--- config.mk ---
export PLATFORM = sky130hd
export DESIGN_NAME = cm_arbiter_sched
export DESIGN_NICKNAME = d
export VERILOG_FILES = /design/src/rtl/cm_arbiter_sched_pkg.sv /design/src/rtl/cm_arbiter_sched_rr_pick.sv /design/src/rtl/cm_arbiter_sched.sv
export SDC_FILE = /design/constraint.sdc
export NUM_CORES = 1
export LEC_CHECK = 0
export BUFFER_PORTS_ARGS = -buffer_cell sky130_fd_sc_hd__buf_2
export CELL_PAD_IN_SITES_DETAIL_PLACEMENT = 1
export CELL_PAD_IN_SITES_GLOBAL_PLACEMENT = 1
export CORE_AREA = 2 2 39 41
export DETAILED_ROUTE_END_ITERATION = 10
export DIE_AREA = 0 0 41 43
export PLACE_DENSITY_LB_ADDON = 0.25
export REMOVE_ABC_BUFFERS = 1
export SYNTH_ARGS = -nofsm -noshare
export SYNTH_HDL_FRONTEND = slang
export SYNTH_HIERARCHICAL = 1
export SYNTH_SLANG_ARGS = --single-unit
export TNS_END_PERCENT = 5
--- constraint.sdc ---
create_clock -name i_clk -period 1.7 [get_ports i_clk]
set_input_delay 0.17 -clock i_clk [delete_from_list [all_inputs] [get_ports i_clk]]
set_output_delay 0.17 -clock i_clk [all_outputs]
set_load 0.005 [all_outputs]
--- src/rtl/cm_arbiter_sched_pkg.sv ---
// cm_arbiter_sched_pkg: shared arbitration algorithm and FSM state types
package cm_arbiter_sched_pkg;
  typedef enum logic [1:0] {ARB_MIN, ARB_MAX, ARB_RR, ARB_WRR} t_arb_algo;
  typedef enum logic {ARB_IDLE, ARB_BUSY} t_arb_state;
endpackage

--- src/rtl/cm_arbiter_sched_rr_pick.sv ---
// cm_arbiter_sched_rr_pick: first set mask bit at or after ptr, wrapping, as one-hot and index
module cm_arbiter_sched_rr_pick #(
  parameter int CH_CNT = 2,
  localparam int IDX_W = $clog2(CH_CNT)
) (
  input  logic [CH_CNT-1:0] mask,
  input  logic [IDX_W-1:0]  ptr,
  output logic [CH_CNT-1:0] gnt,
  output logic [IDX_W-1:0]  idx,
  output logic              any
);
  logic [CH_CNT-1:0] rot;
  logic [IDX_W:0]    off, pos;
  always_comb begin
    rot = CH_CNT'({mask, mask} >> ptr);
    off = '0;
    for (int i = CH_CNT - 1; i >= 0; i--) if (rot[i]) off = (IDX_W+1)'(i);
    pos = {1'b0, ptr} + off;
    pos = pos >= (IDX_W+1)'(CH_CNT) ? pos - (IDX_W+1)'(CH_CNT) : pos;
    idx = pos[IDX_W-1:0];
    any = |mask;
    gnt = any ? CH_CNT'(1) << idx : '0;
  end
endmodule

--- src/rtl/cm_arbiter_sched.sv ---
// cm_arbiter_sched: registered lock-holding arbiter with MIN/MAX/RR/WRR winner selection
module cm_arbiter_sched
  import cm_arbiter_sched_pkg::*;
#(
  parameter int        CH_CNT      = 2,
  parameter int        WEIGHT_BITS = 8,
  parameter t_arb_algo ALGO        = ARB_RR,
  localparam int       IDX_W       = $clog2(CH_CNT)
) (
  input  logic                               i_clk,
  input  logic                               i_rst,
  input  logic [CH_CNT-1:0]                  i_req,
  input  logic [CH_CNT-1:0][WEIGHT_BITS-1:0] i_weight,
  input  logic                               i_done,
  output logic [CH_CNT-1:0]                  o_gnt,
  output logic [IDX_W-1:0]                   o_gnt_idx,
  output logic                               o_busy
);
  t_arb_state              state_q, state_d;
  logic [CH_CNT-1:0]       gnt_d, mask, pick_mask, pick_gnt;
  logic [IDX_W-1:0]        idx_d, ptr_q, ptr_d, eff_ptr, nxt_idx, pick_idx;
  logic [WEIGHT_BITS-1:0]  credit_q, credit_d, credit_dec, win_wt;
  logic                    busy, hold, keep, rel, any;

  assign busy       = state_q == ARB_BUSY;
  assign hold       = i_req[o_gnt_idx];
  assign credit_dec = credit_q - 1'b1;
  // a WRR burst continues while credit remains and the holder still wants the resource
  assign keep       = ALGO == ARB_WRR && busy && i_done && hold && credit_dec != '0;
  assign rel        = busy && (i_done || !hold) && !keep;
  assign nxt_idx    = o_gnt_idx == IDX_W'(CH_CNT - 1) ? '0 : o_gnt_idx + 1'b1;
  assign eff_ptr    = busy ? nxt_idx : ptr_q;
  assign mask       = i_req & ~o_gnt;
  assign win_wt     = i_weight[pick_idx] == '0 ? WEIGHT_BITS'(1) : i_weight[pick_idx];
  assign o_busy     = |o_gnt;

  generate
    case (ALGO)
      ARB_MIN, ARB_MAX: begin : g_wt
        logic [WEIGHT_BITS-1:0] best;
        logic                   seen;
        always_comb begin
          best      = '0;
          seen      = 1'b0;
          pick_mask = '0;
          for (int i = 0; i < CH_CNT; i++)
            if (mask[i] && (!seen || (ALGO == ARB_MIN ? i_weight[i] < best : i_weight[i] > best))) begin
              best = i_weight[i];
              seen = 1'b1;
            end
          for (int i = 0; i < CH_CNT; i++) pick_mask[i] = mask[i] && i_weight[i] == best;
        end
      end
      default: begin : g_rr
        assign pick_mask = mask;
      end
    endcase
  endgenerate

  cm_arbiter_sched_rr_pick #(.CH_CNT(CH_CNT)) u_pick (
    .mask(pick_mask),
    .ptr (eff_ptr),
    .gnt (pick_gnt),
    .idx (pick_idx),
    .any (any)
  );

  always_comb begin
    state_d  = state_q;
    gnt_d    = o_gnt;
    idx_d    = o_gnt_idx;
    ptr_d    = rel ? nxt_idx : ptr_q;
    credit_d = keep ? credit_dec : credit_q;
    if (!busy || rel) begin
      state_d  = any ? ARB_BUSY : ARB_IDLE;
      gnt_d    = pick_gnt;
      idx_d    = any ? pick_idx : '0;
      credit_d = any ? win_wt : '0;
    end
  end

  always_ff @(posedge i_clk or negedge i_rst) begin
    if (!i_rst) begin
      state_q   <= ARB_IDLE;
      o_gnt     <= '0;
      o_gnt_idx <= '0;
      ptr_q     <= '0;
      credit_q  <= '0;
    end else begin
      state_q   <= state_d;
      o_gnt     <= gnt_d;
      o_gnt_idx <= idx_d;
      ptr_q     <= ptr_d;
      credit_q  <= credit_d;
    end
  end
endmodule
* Yosys cells after proc, flatten, opt, wreduce, memory -nomap -nowiden
Index checks and enable logic that the tools add are counted.
Operators by class: mux-type cells 10, shift-type cells 2, reductions and logical operators 7, order comparisons 2, $add $sub $neg 3, bitwise operators 2
Operators with widths (count):
- $mux 1 | 9
- $reduce_or 2->1 | 2
- $shr 4x1->2 | 1
- $add 1x1->2 | 1
- $and 2x2->2 | 1
- $ge 2x2->1 const B | 1
- $logic_not 1->1 | 2
- $logic_or 1x1->1 | 2
- $lt 1x2->1 const B | 1
- $mux 2 | 1
- $not 2->2 | 1
- $shl 1x1->2 const A | 1
- $add 1x1->1 const B | 1
- $logic_and 1x1->1 | 1
- $sub 1x1->1 const B | 1
Word-level totals: input bits 21, register bits 5

* Longest topological paths before layout
Gate-level depths: netlist (run 1).
depth in word-level cells 11, gate-level depth with buffers 6, gate-level depth less buffers 6

* Cells and area by module
Netlist (run 1), hierarchy kept.
Modules (own cells, without submodules):
- cm_arbiter_sched | instances 1, area an instance 272.8 µm², cells an instance 25, seq. area each 125.1 µm²
- cm_arbiter_sched_rr_pick | instances 1, area an instance 36.3 µm², cells an instance 6, seq. area each 0.0 µm²

* Least setup slack after synthesis (run 1)
No wires, ideal clock.
path kind register -> register, start point reg o_gnt_idx, end point reg o_gnt[0], stages on the path, launching flop included 4, library setup time 0.125 ns, path slack 0.389 ns, clock period less this slack 1.311 ns, required time 1.575 ns, arrival 1.186 ns, cells stage by stage dfrtp_1 > mux2_1 > and3_4 > mux2_4
Between the ends: longest elaborated chain between the ends 11, elaborated cells on any way between the ends 18, those cells by class 3 x add/sub; 1 x order compare; 2 x shift; 8 x mux; 4 x reduce/logical
RTL lines:
- start, declared | RTL line cm_arbiter_sched.sv:16 | output logic [IDX_W-1:0] o_gnt_idx,
- start signal, assigned | RTL line cm_arbiter_sched.sv:92 | o_gnt_idx <= idx_d;
- $add 1x1->1 | RTL line cm_arbiter_sched.sv:31 | assign nxt_idx = o_gnt_idx == IDX_W'(CH_CNT - 1) ? '0 : o_gnt_idx + 1'b1;
- $mux 1 | RTL line cm_arbiter_sched.sv:31
- $mux 1 | RTL line cm_arbiter_sched.sv:32 | assign eff_ptr = busy ? nxt_idx : ptr_q;
- $shr 4x1->2 | RTL line cm_arbiter_sched_rr_pick.sv:15 | rot = CH_CNT'({mask, mask} >> ptr);
- $mux 1 (2 in series) | RTL line cm_arbiter_sched_rr_pick.sv:17 | for (int i = CH_CNT - 1; i >= 0; i--) if (rot[i]) off = (IDX_W+1)'(i);
- $add 1x1->2 | RTL line cm_arbiter_sched_rr_pick.sv:18 | pos = {1'b0, ptr} + off;
- $ge 2x2->1 or $sub 1x1->1 (tied branches) | RTL line cm_arbiter_sched_rr_pick.sv:19 | pos = pos >= (IDX_W+1)'(CH_CNT) ? pos - (IDX_W+1)'(CH_CNT) : pos;
- $mux 1 | RTL line cm_arbiter_sched_rr_pick.sv:19
- $shl 1x1->2 | RTL line cm_arbiter_sched_rr_pick.sv:22 | gnt = any ? CH_CNT'(1) << idx : '0;
- $mux 2 | RTL line cm_arbiter_sched_rr_pick.sv:22
- end signal, assigned | RTL line cm_arbiter_sched.sv:91 | o_gnt <= gnt_d;
- end, declared | RTL line cm_arbiter_sched.sv:15 | output logic [CH_CNT-1:0] o_gnt,
Parallel ways exist; a longest one is shown, timed or not. The select of a mux whose other input is x is not followed. A chain may end at the register's enable or synchronous reset.

* Final worst setup path (run 1)
Ends and elaborated chain as after synthesis.

==> metrics.md, run 1 <==
| Metric | Value |
|---|---|
| CP max stage delay | 0.41 ns |
| P_leak | 0.207 nW |
| Switch share | 35.7% |
| Core footprint | 0.00138 mm^2 |
| Syn Inst Count | 31 |
| CTS clock-pin slew for the worst setup and hold paths | 0.04 ns |
| DRC errors left | 0 |
| Die width | 41 um |
| Post-Layout Inst Area | 405 um^2 |
| Final Cycle Share | 79.9% |
| Setup TNS | 0 ns |
| Worst-margin pin slew | 0.329 ns |
| Switching power | 0.000217 W |
| Critical path class | reg -> reg |
| Port bufs | 8 |
| Yosys cell types | 19 |
| Routed Antenna Nets | 0 |
| Crit Path Max Fanout | 5 |
| Gp weighted congestion | 0.658 |
| Iter 0 DRT Violations | 0 |
| PD cells | 1500 mW/mm^2 |
| Synth Warn # | 6 |
| Die ar. | 0.00176 mm^2 |
| Final setup fails | 0 |
| Row cnt | 14 |
| Slew margin rel. | 77.4% |
| Top cell type's share of synthesized area | 40.5% |
| Top-count cell post-synth | dfrtp_1 |
| Post-Place Cells | 55 |
| CP startpoint kind | register |
| CP required | 1.83 ns |
| Hold Fails Final Rpt | 0 |
| Final Power | 0.000610 W |
| WP buf/inv | 0 |
| RSZ-0062 raised after global routing | false |
| Placed Area | 369 um^2 |
| Period minus WS final | 1.36 ns |
| Vias | 274 |
| Layout Cells excl Fill | 60 |
| Max Clock Skew | 0.00346 ns |
| DRT Wirelength | 693 um |
| CTS tree | yes |
| Antenna violations before repair | 0 |
| Total global routing overflow | 0 |
| Clk_lat worst skew | 0.25 ns |
| Crit path capture type | register |
| Primary FF master, synth | dfrtp_1 |
| Sink Count | 5 |
| Die height | 43 um |
| Vias in the first global route | 307 |
| Flops & latches, synth | 5 |
| Sequential area share after synthesis | 40.5% |
| Pre-Repair DR Iteration Count | 1 |
| Final slew viol count | 0 |
| FILL cells | 167 |
| Pint | 0.000392 W |
| Initial core utilization | 22.3% |
| Clk pwr share | 22.8% |
| Final #Nets | 66 |
| CTS Hold Bufs | 1 |
| Final HPWL DP | 575 um |
| Post-synth EDFFs | 0 |
| Post-synth top cells | dfrtp_1 (5), inv_1 (4), nor2_1 (4) |
| CP arrival | 1.48 ns |
| CP Cell Sequence | mux2_1 -> and3_4 -> mux2_4 |
| Crit-path leading delay family | multiplexers |
| Min-Delay Path Class | in -> async |
| CTS Buf Count | 3 |
| Synthesized area | 309 um^2 |
| CTS root buf | clkbuf_4 |
| Worst VDD drop | 0.659 mV |
| Sequential Power Share | 36.0% |
| H-tree depth | 1 |
| Outcome | finished clean |
| Fraction of registers with async set/reset | 100% |
| First-pass GRT wire length | 1.27 mm |
| Synth-to-layout area growth | 31.2% |
| Ranking of synthesized cells by area | dfrtp_1 (40%), mux2_4 (9.7%), inv_1 (4.9%) |
| Comb power frac | 41.1% |
| Slowest-stage cell, CP | dfrtp_1 |
| Max Cap Violations | 0 |
| Post-CTS Resized | 0 |
| WL per Instance | 11.6 um |
| Post-CTS setup buffer count | 0 |
| Cell accounting for the most synthesized area | dfrtp_1 |
| Vias per inst | 4.57 |
| Antenna diode count | 0 |
| Largest net degree at the start of global routing | 7 |
| Global routing usage summed across all routing layers | 11.2% |
| Io pins | 25 |
| Longest Clk Path Bufs | 2 |
| Synthesized area per cell | 9.97 um^2 |
| Post-Route Utilization | 29.3% |
| Fmax | 736 MHz |
| Share of layout cells above drive strength 1 | 38.6% |
## flip-flops by register name, summed over array words and instances (netlist names)
register and count:
o_gnt_idx 1, ptr_q 1, busy 1, o_gnt 2
## power groups by stage
stage,Combinational (W),Clock (W),Sequential (W)
finish,0.000251,0.000139,0.000220
floorplan,0.000169,0,0.000214
detailed placement,0.000255,0,0.000223
global placement,0.000246,0,0.000219
global route,0.000286,0.000158,0.000228
CTS,0.000258,0.000148,0.000221
## worst register-to-register path, cell delays in order (launching register included)
cell and delay (ns):
dfrtp_1 0.41, mux2_1 0.34, and3_4 0.20, mux2_4 0.29
## stage by stage
stage | worst slack (ns) | hold slack [ns]
6_report | 0.341 | 0.258
5_1_grt | 0.206 | 0.259
2_1_floorplan | 0.389 | -0.126
3_5_place_dp | 0.343 | -0.0122
3_3_place_gp | 0.361 | -0.0158
4_1_cts | 0.330 | 0.249
## logic make-up after synthesis
| logic type | after synthesis | share of synthesized area, % |
|---|---|---|
| buffers and inverters | 4 | 4.86 |
| and+or+nand+nor | 11 | 21.1 |
| muxes | 4 | 16.6 |
| DFF | 5 | 40.5 |
| AOI/OAI and AO/OA | 7 | 17.0 |
## cell usage in the layout, fill, tap and decap left out, types with 2 or more instances in the layout
cell type and instances:
buf_2 8, mux2_4 2, nor2_1 4, or2_2 2
clkbuf_4 3, dfrtp_1 5, inv_1 4
## layer usage
layer	vias up	wire length, um	track usage (%)
met5	-	0	0
met4	0	16	6.00
met3	3	32	6.28
met2	5	371	16.9
met1	133	273	11.7
li1	133	-	-
## final cells by class
cell class / count / area (um^2) / area share [%]
flip-flops and latches: 5 / 125 / 30.9
inverters: 4 / 15.0 / 3.70
well taps: 16 / 20.0 / 4.94
repair buffers: 9 / 50.0 / 12.3
clock buffers: 4 / 26.3 / 6.48
multi-input cells: 22 / 169 / 41.7
## final timing paths
path / start / to / slack (ns) / cells after the start
setup / recovery: o_gnt_idx / o_gnt[0] / 0.34 / 3
hold / removal: i_rst / ptr_q / 0.26 / 2
setup reg to reg: o_gnt_idx / o_gnt[0] / 0.34 / 3
hold reg to reg: ptr_q / ptr_q / 0.53 / 1
max in group asynchronous: i_rst / o_gnt[1] / 1.31 / 2
min in group i_clk: i_req[1] / o_gnt_idx / 0.26 / 3
(Power assumes the default switching activity.)
==> run 2: changes to the inputs <==
--- a/config.mk
+++ b/config.mk
@@ -5,12 +5,13 @@
 export SDC_FILE = /design/constraint.sdc
 export NUM_CORES = 1
 export LEC_CHECK = 0
+export ABC_AREA = 1
 export BUFFER_PORTS_ARGS = -buffer_cell sky130_fd_sc_hd__buf_2
 export CELL_PAD_IN_SITES_DETAIL_PLACEMENT = 1
 export CELL_PAD_IN_SITES_GLOBAL_PLACEMENT = 1
-export CORE_AREA = 2 2 39 41
+export CORE_AREA = 2 2 40 46
 export DETAILED_ROUTE_END_ITERATION = 10
-export DIE_AREA = 0 0 41 43
+export DIE_AREA = 0 0 42 48
 export PLACE_DENSITY_LB_ADDON = 0.25
 export REMOVE_ABC_BUFFERS = 1
 export SYNTH_ARGS = -nofsm -noshare
==> constraint.sdc (replaced) <==
create_clock -name i_clk -period 1.3 [get_ports i_clk]
set_input_delay 0.13 -clock i_clk [delete_from_list [all_inputs] [get_ports i_clk]]
set_output_delay 0.13 -clock i_clk [all_outputs]
set_load 0.005 [all_outputs]
==> metrics.md, run 2 <==
| Metric | Value |
|---|---|
| Outcome | finished clean |
| Clk pwr share | 18.7% |
| CTS tree | yes |
| Slowest-stage cell, CP | dfrtp_1 |
| Pint | 0.000566 W |
| Setup TNS | 0 ns |
| Core footprint | 0.00152 mm^2 |
| Final setup fails | 0 |
| Top cell type's share of synthesized area | 39.1% |
| CP arrival | 1.39 ns |
| Reg with most FFs | o_gnt |
| Switching power | 0.000383 W |
| Cell accounting for the most synthesized area | dfrtp_1 |
| Flops & latches, synth | 5 |
| Worst R2R Path Depth | 10 |
| Post-synth top cells | nand2_1 (19), inv_1 (12), dfrtp_1 (5), nor2_1 (5), a21oi_1 (4) |
| Share of layout cells above drive strength 1 | 32.4% |
| CP Cell Sequence | nand2_1 -> inv_2 -> a21oi_2 -> buf_4 -> nand2_2 -> a21oi_2 -> nand2_1 -> inv_1 -> nand2_1 -> nand2_1 |
| Clk_lat worst skew | 0.24 ns |
| Slew margin rel. | 80.8% |
| Io pins | 25 |
| Antenna diode count | 0 |
| Fmax | 825 MHz |
| Global routing usage summed across all routing layers | 9.40% |
| Initial core utilization | 21.1% |
| Worst-margin pin slew | 0.287 ns |
| Antenna violations before repair | 0 |
| CP max stage delay | 0.39 ns |
| Worst reg2reg endpoint | o_gnt_idx |
| Most common cell after layout, fill and taps aside | nand2_1 |
| Top-count cell post-synth | nand2_1 |
| Pre-Repair DR Iteration Count | 2 |
| CP startpoint kind | register |
| Row cnt | 15 |
| Largest register FFs | 2 |
| CTS clock-pin slew for the worst setup and hold paths | 0.04 ns |
| Syn Inst Count | 51 |
| CTS root buf | clkbuf_4 |
| Fraction of registers with async set/reset | 100% |
| Crit Path Max Fanout | 4 |
| First-pass GRT wire length | 1.29 mm |
| Die width | 42 um |
| Final slew viol count | 0 |
| DRC errors left | 0 |
| Iter 0 DRT Violations | 1 |
| Vias | 354 |
| Post-Place Cells | 80 |
| Yosys cell types | 10 |
| Worst reg2reg path startpoint | busy |
| Critical path class | reg -> reg |
| Most frequent CP cell | nand2_1 |
| Worst VDD drop | 0.734 mV |
| Sink Count | 5 |
| Gp weighted congestion | 0.677 |
| Vias per inst | 4.16 |
| Post-synth EDFFs | 0 |
| Synthesized area per cell | 6.28 um^2 |
| WL per Instance | 9.60 um |
| CTS Buf Count | 3 |
| Switch share | 40.4% |
| Routed Antenna Nets | 0 |
| Final HPWL DP | 698 um |
| Die height | 48 um |
| Max Clock Skew | 0.00235 ns |
| Crit path capture type | register |
| Min-Delay Path Class | in -> async |
| Port bufs | 8 |
| P_leak | 0.285 nW |
| Final Cycle Share | 93.2% |
| Final #Nets | 90 |
| R2R setup slack | 0.09 ns |
| Hold Fails Final Rpt | 0 |
| CP required | 1.48 ns |
| Max Cap Violations | 0 |
| Period minus WS final | 1.21 ns |
| Layout Cells excl Fill | 85 |
| DRT Wirelength | 816 um |
| Longest Clk Path Bufs | 2 |
| Sequential Power Share | 28.4% |
| Synth Warn # | 6 |
| H-tree depth | 1 |
| PD cells | 2070 mW/mm^2 |
| Most frequent cells in the layout | nand2_1 (18), inv_1 (11), buf_2 (8) |
| Synthesized area | 320 um^2 |
| Total global routing overflow | 0 |
| Vias in the first global route | 323 |
| RSZ-0062 raised after global routing | true |
| Largest net degree at the start of global routing | 7 |
| Ranking of synthesized cells by area | dfrtp_1 (39%), nand2_1 (22%), inv_1 (14%) |
| Comb power frac | 52.9% |
| Primary FF master, synth | dfrtp_1 |
| Die ar. | 0.00202 mm^2 |
| Synth-to-layout area growth | 43.0% |
| Sequential area share after synthesis | 39.1% |
==> run 2: cell types whose count changed after synthesis, sizes merged, moves of 2 or more <==
cell / delta
nand4: +2
inv: +8
a21boi: -2
nand2: +20
a21oi: +3
nand3: +2
mux2: -3
or2: -2
==> run 2: cell type report <==
cell class                 instances  area, um^2
timing repair buffer              13        80.1
clock buffer                       4        26.3
sequential                         5         125
tap                               17        21.3
multi-input combinational         34         160
inverter                          12        45.0
fill                             195        1060
==> run 2: cell families after synthesis <==
kind of cell    share of synthesized area [%]
simple gates                             40.6
buf+inv                                  14.1
compound gates                           6.25
flops                                    39.1
==> run 2: through the flow <==
step                power [W]  cell area (um^2)  hold slack [ns]  setup slack [ns]  utilization [%]
global placement     0.000740               412          -0.0468            0.0945             27.1
detailed placement   0.000754               412          -0.0471            0.0669             27.1
finish               0.000949               458            0.227            0.0885             30.1
CTS                  0.000942               448            0.226            0.0507             29.5
global route          0.00104               458            0.241           -0.0145             30.1
floorplan            0.000528               320           -0.166             0.135                -
==> run 2: worst max path at each step <==
stage	end	start	cells after the start	slack, ns
after global placement	o_gnt_idx	busy	10	0.09
after floorplan	o_gnt_idx	o_gnt_idx	9	0.13
final	o_gnt_idx	busy	10	0.09
after global routing	o_gnt_idx	busy	10	-0.01
after detailed placement	o_gnt_idx	busy	10	0.07
after CTS	o_gnt_idx	busy	10	0.05
==> run 2: metal layers <==
metal  vias up  global-route usage (%)  routed length, um
li1        185                       -                  -
met1       159                    10.4                392
met2        10                    15.0                367
met3         0                    4.53                 56
met4         0                    5.81                  0
met5         -                       0                  0
==> run 2: worst max-delay path: cells and delay by family, from the launching register on <==
kind            cells  cell delay, ns
compound gates      2            0.24
buf+inv             3            0.23
flops               1            0.39
simple gates        5            0.31
==> run 2: repair_timing <==
action | 4_1_cts | 5_1_grt
hold endpoints to repair | 5 | 0
setup endpoints to repair | 0 | 1
hold buffers | 1 | 0
buffers inserted | 0 | 0
gates resized for setup | 0 | 4
==> run 2: power by group through the flow <==
stage                     Sequential [W]  Clock [W]  Combinational (W)
after global placement          0.000272          0           0.000468
after floorplan                 0.000279          0           0.000248
after CTS                       0.000272   0.000186           0.000484
after detailed placement        0.000274          0           0.000480
final                           0.000269   0.000178           0.000502
after global routing            0.000277   0.000198           0.000569
==> run 3: changes to the inputs <==
--- a/config.mk
+++ b/config.mk
@@ -7,11 +7,9 @@
 export LEC_CHECK = 0
 export ABC_AREA = 1
 export BUFFER_PORTS_ARGS = -buffer_cell sky130_fd_sc_hd__buf_2
-export CELL_PAD_IN_SITES_DETAIL_PLACEMENT = 1
-export CELL_PAD_IN_SITES_GLOBAL_PLACEMENT = 1
-export CORE_AREA = 2 2 40 46
+export CORE_AREA = 2 2 39 41
 export DETAILED_ROUTE_END_ITERATION = 10
-export DIE_AREA = 0 0 42 48
+export DIE_AREA = 0 0 41 43
 export PLACE_DENSITY_LB_ADDON = 0.25
 export REMOVE_ABC_BUFFERS = 1
 export SYNTH_ARGS = -nofsm -noshare
==> metrics.md, run 3 (same netlist as run 2, synthesis figures left out) <==
| Metric | Value |
|---|---|
| Outcome | finished clean |
| Longest Clk Path Bufs | 2 |
| Die height | 43 um |
| Share of layout cells above drive strength 1 | 27.9% |
| CTS clock-pin slew for the worst setup and hold paths | 0.04 ns |
| WL per Instance | 8.06 um |
| Max Clock Skew | 0.000520 ns |
| Worst-margin pin slew | 0.247 ns |
| CTS tree | yes |
| Worst VDD drop | 0.650 mV |
| Most frequent CP cell | nand2_1 |
| Antenna diode count | 0 |
| Final slew viol count | 0 |
| PD cells | 2010 mW/mm^2 |
| Vias in the first global route | 282 |
| Min-Delay Path Class | in -> async |
| Clk_lat worst skew | 0.23 ns |
| Fmax | 836 MHz |
| Post-CTS setup buffer count | 0 |
| Layout Cells excl Fill | 84 |
| Sink Count | 5 |
| Post-Route Utilization | 32.5% |
| Die width | 41 um |
| FILL cells | 164 |
| Largest net degree at the start of global routing | 7 |
| Most common cell after layout, fill and taps aside | nand2_1 |
| RSZ-0062 raised after global routing | false |
| Final setup fails | 0 |
| Slowest-stage cell, CP | dfrtp_1 |
| Vias | 325 |
| Iter 0 DRT Violations | 7 |
| P_leak | 0.286 nW |
| Total global routing overflow | 0 |
| Gp weighted congestion | 0.628 |
| Core footprint | 0.00138 mm^2 |
| Worst R2R Path Depth | 10 |
| Vias per inst | 3.87 |
| Io pins | 25 |
| CP startpoint kind | register |
| Crit Path Max Fanout | 4 |
| Multi-input gate area | 154 um^2 |
| CP Cell Sequence | nand2_1 -> inv_1 -> a21oi_1 -> buf_4 -> nand2_1 -> a21oi_2 -> nand2_1 -> inv_1 -> nand2_1 -> nand2_1 |
| CP max stage delay | 0.38 ns |
| Crit path capture type | register |
| DRT Wirelength | 677 um |
| CP arrival | 1.36 ns |
| Hold Fails Final Rpt | 0 |
| R2R setup slack | 0.10 ns |
| Synth-to-layout area growth | 40.6% |
| Antenna violations before repair | 0 |
| Die ar. | 0.00176 mm^2 |
| Final HPWL DP | 572 um |
| CP required | 1.47 ns |
| Row cnt | 14 |
| First-pass GRT wire length | 1.06 mm |
| CTS root buf | clkbuf_4 |
| Initial core utilization | 23.1% |
| Final Cycle Share | 92.0% |
| Setup TNS | 0 ns |
| Period minus WS final | 1.20 ns |
| Max Cap Violations | 0 |
| CTS Buf Count | 3 |
| Slew margin rel. | 83.4% |
| Critical path class | reg -> reg |
| Pre-Repair DR Iteration Count | 4 |
| Routed Antenna Nets | 0 |
| Final #Nets | 90 |
| Post-Place Cells | 79 |
| Most frequent cells in the layout | nand2_1 (19), inv_1 (12), buf_2 (8) |
| Global routing usage summed across all routing layers | 9.62% |
| H-tree depth | 1 |
| Reg area | 125 um^2 |
| DRC errors left | 0 |
| Reg with most FFs | o_gnt |
| Port bufs | 8 |
| Largest register FFs | 2 |
==> run 3: cell count changes in the layout (fill, tap and decap cells not counted) <==
| cell | delta |
|---|---|
| inv_1 | +1 |
| a21oi_1 | +1 |
| nand2_2 | -1 |
| inv_2 | -1 |
| nand2_1 | +1 |
| a21oi_2 | -1 |
==> run 3: final timing paths <==
path | startpoint | to
max in group asynchronous | i_rst | busy
worst max-delay path | busy | o_gnt_idx
worst min-delay path | i_rst | o_gnt[0]
worst max register to register | busy | o_gnt_idx
worst min register to register | ptr_q | ptr_q
min in group i_clk | i_done | o_gnt[0]
==> run 3: final cells by class <==
| type | count | share of cell area (%) |
|---|---|---|
| inverters | 12 | 10.0 |
| flip-flops and latches | 5 | 27.8 |
| repair buffers | 13 | 17.8 |
| well taps | 16 | 4.44 |
| clock buffers | 4 | 5.83 |
| multi-input cells | 34 | 34.2 |
==> run 3: stage by stage <==
stage | hold WS, ns | worst slack [ns] | total power [W] | instance area [um^2]
5_1_grt | 0.251 | 0.0100 | 0.00101 | 450
3_5_place_dp | -0.0550 | 0.0719 | 0.000735 | 410
3_3_place_gp | -0.0567 | 0.0855 | 0.000727 | 410
2_1_floorplan | -0.166 | 0.135 | 0.000528 | 320
6_report | 0.242 | 0.103 | 0.000905 | 450
4_1_cts | 0.241 | 0.0674 | 0.000917 | 447
==> run 3: critical path, delay by kind of cell (launching register included) <==
family          cells  cell delay [ns]
compound gates      2             0.23
flops               1             0.38
buf+inv             3             0.23
simple gates        5             0.28
==> run 3: repair_timing <==
action                                  4_1_cts  5_1_grt
endpoints found under the setup margin        0        1
resized for setup                             0        1
hold endpoints to repair                      5        0
hold buffers                                  1        0
==> run 3: layer usage <==
metal  vias up  global-route usage, %  part of all wire, %
met5         -                      0                    0
met4         0                   12.0                  2.5
met3         2                   1.57                  7.2
met2         8                   12.8                   42
met1       129                   10.9                   48
li1        186                      -                    -
==> run 3: power by group <==
group / switching, W / total [W] / internal (W)
clock network: 0.0000538 / 0.000169 / 0.000115
registers: 0.0000449 / 0.000266 / 0.000221
logic: 0.000248 / 0.000470 / 0.000222
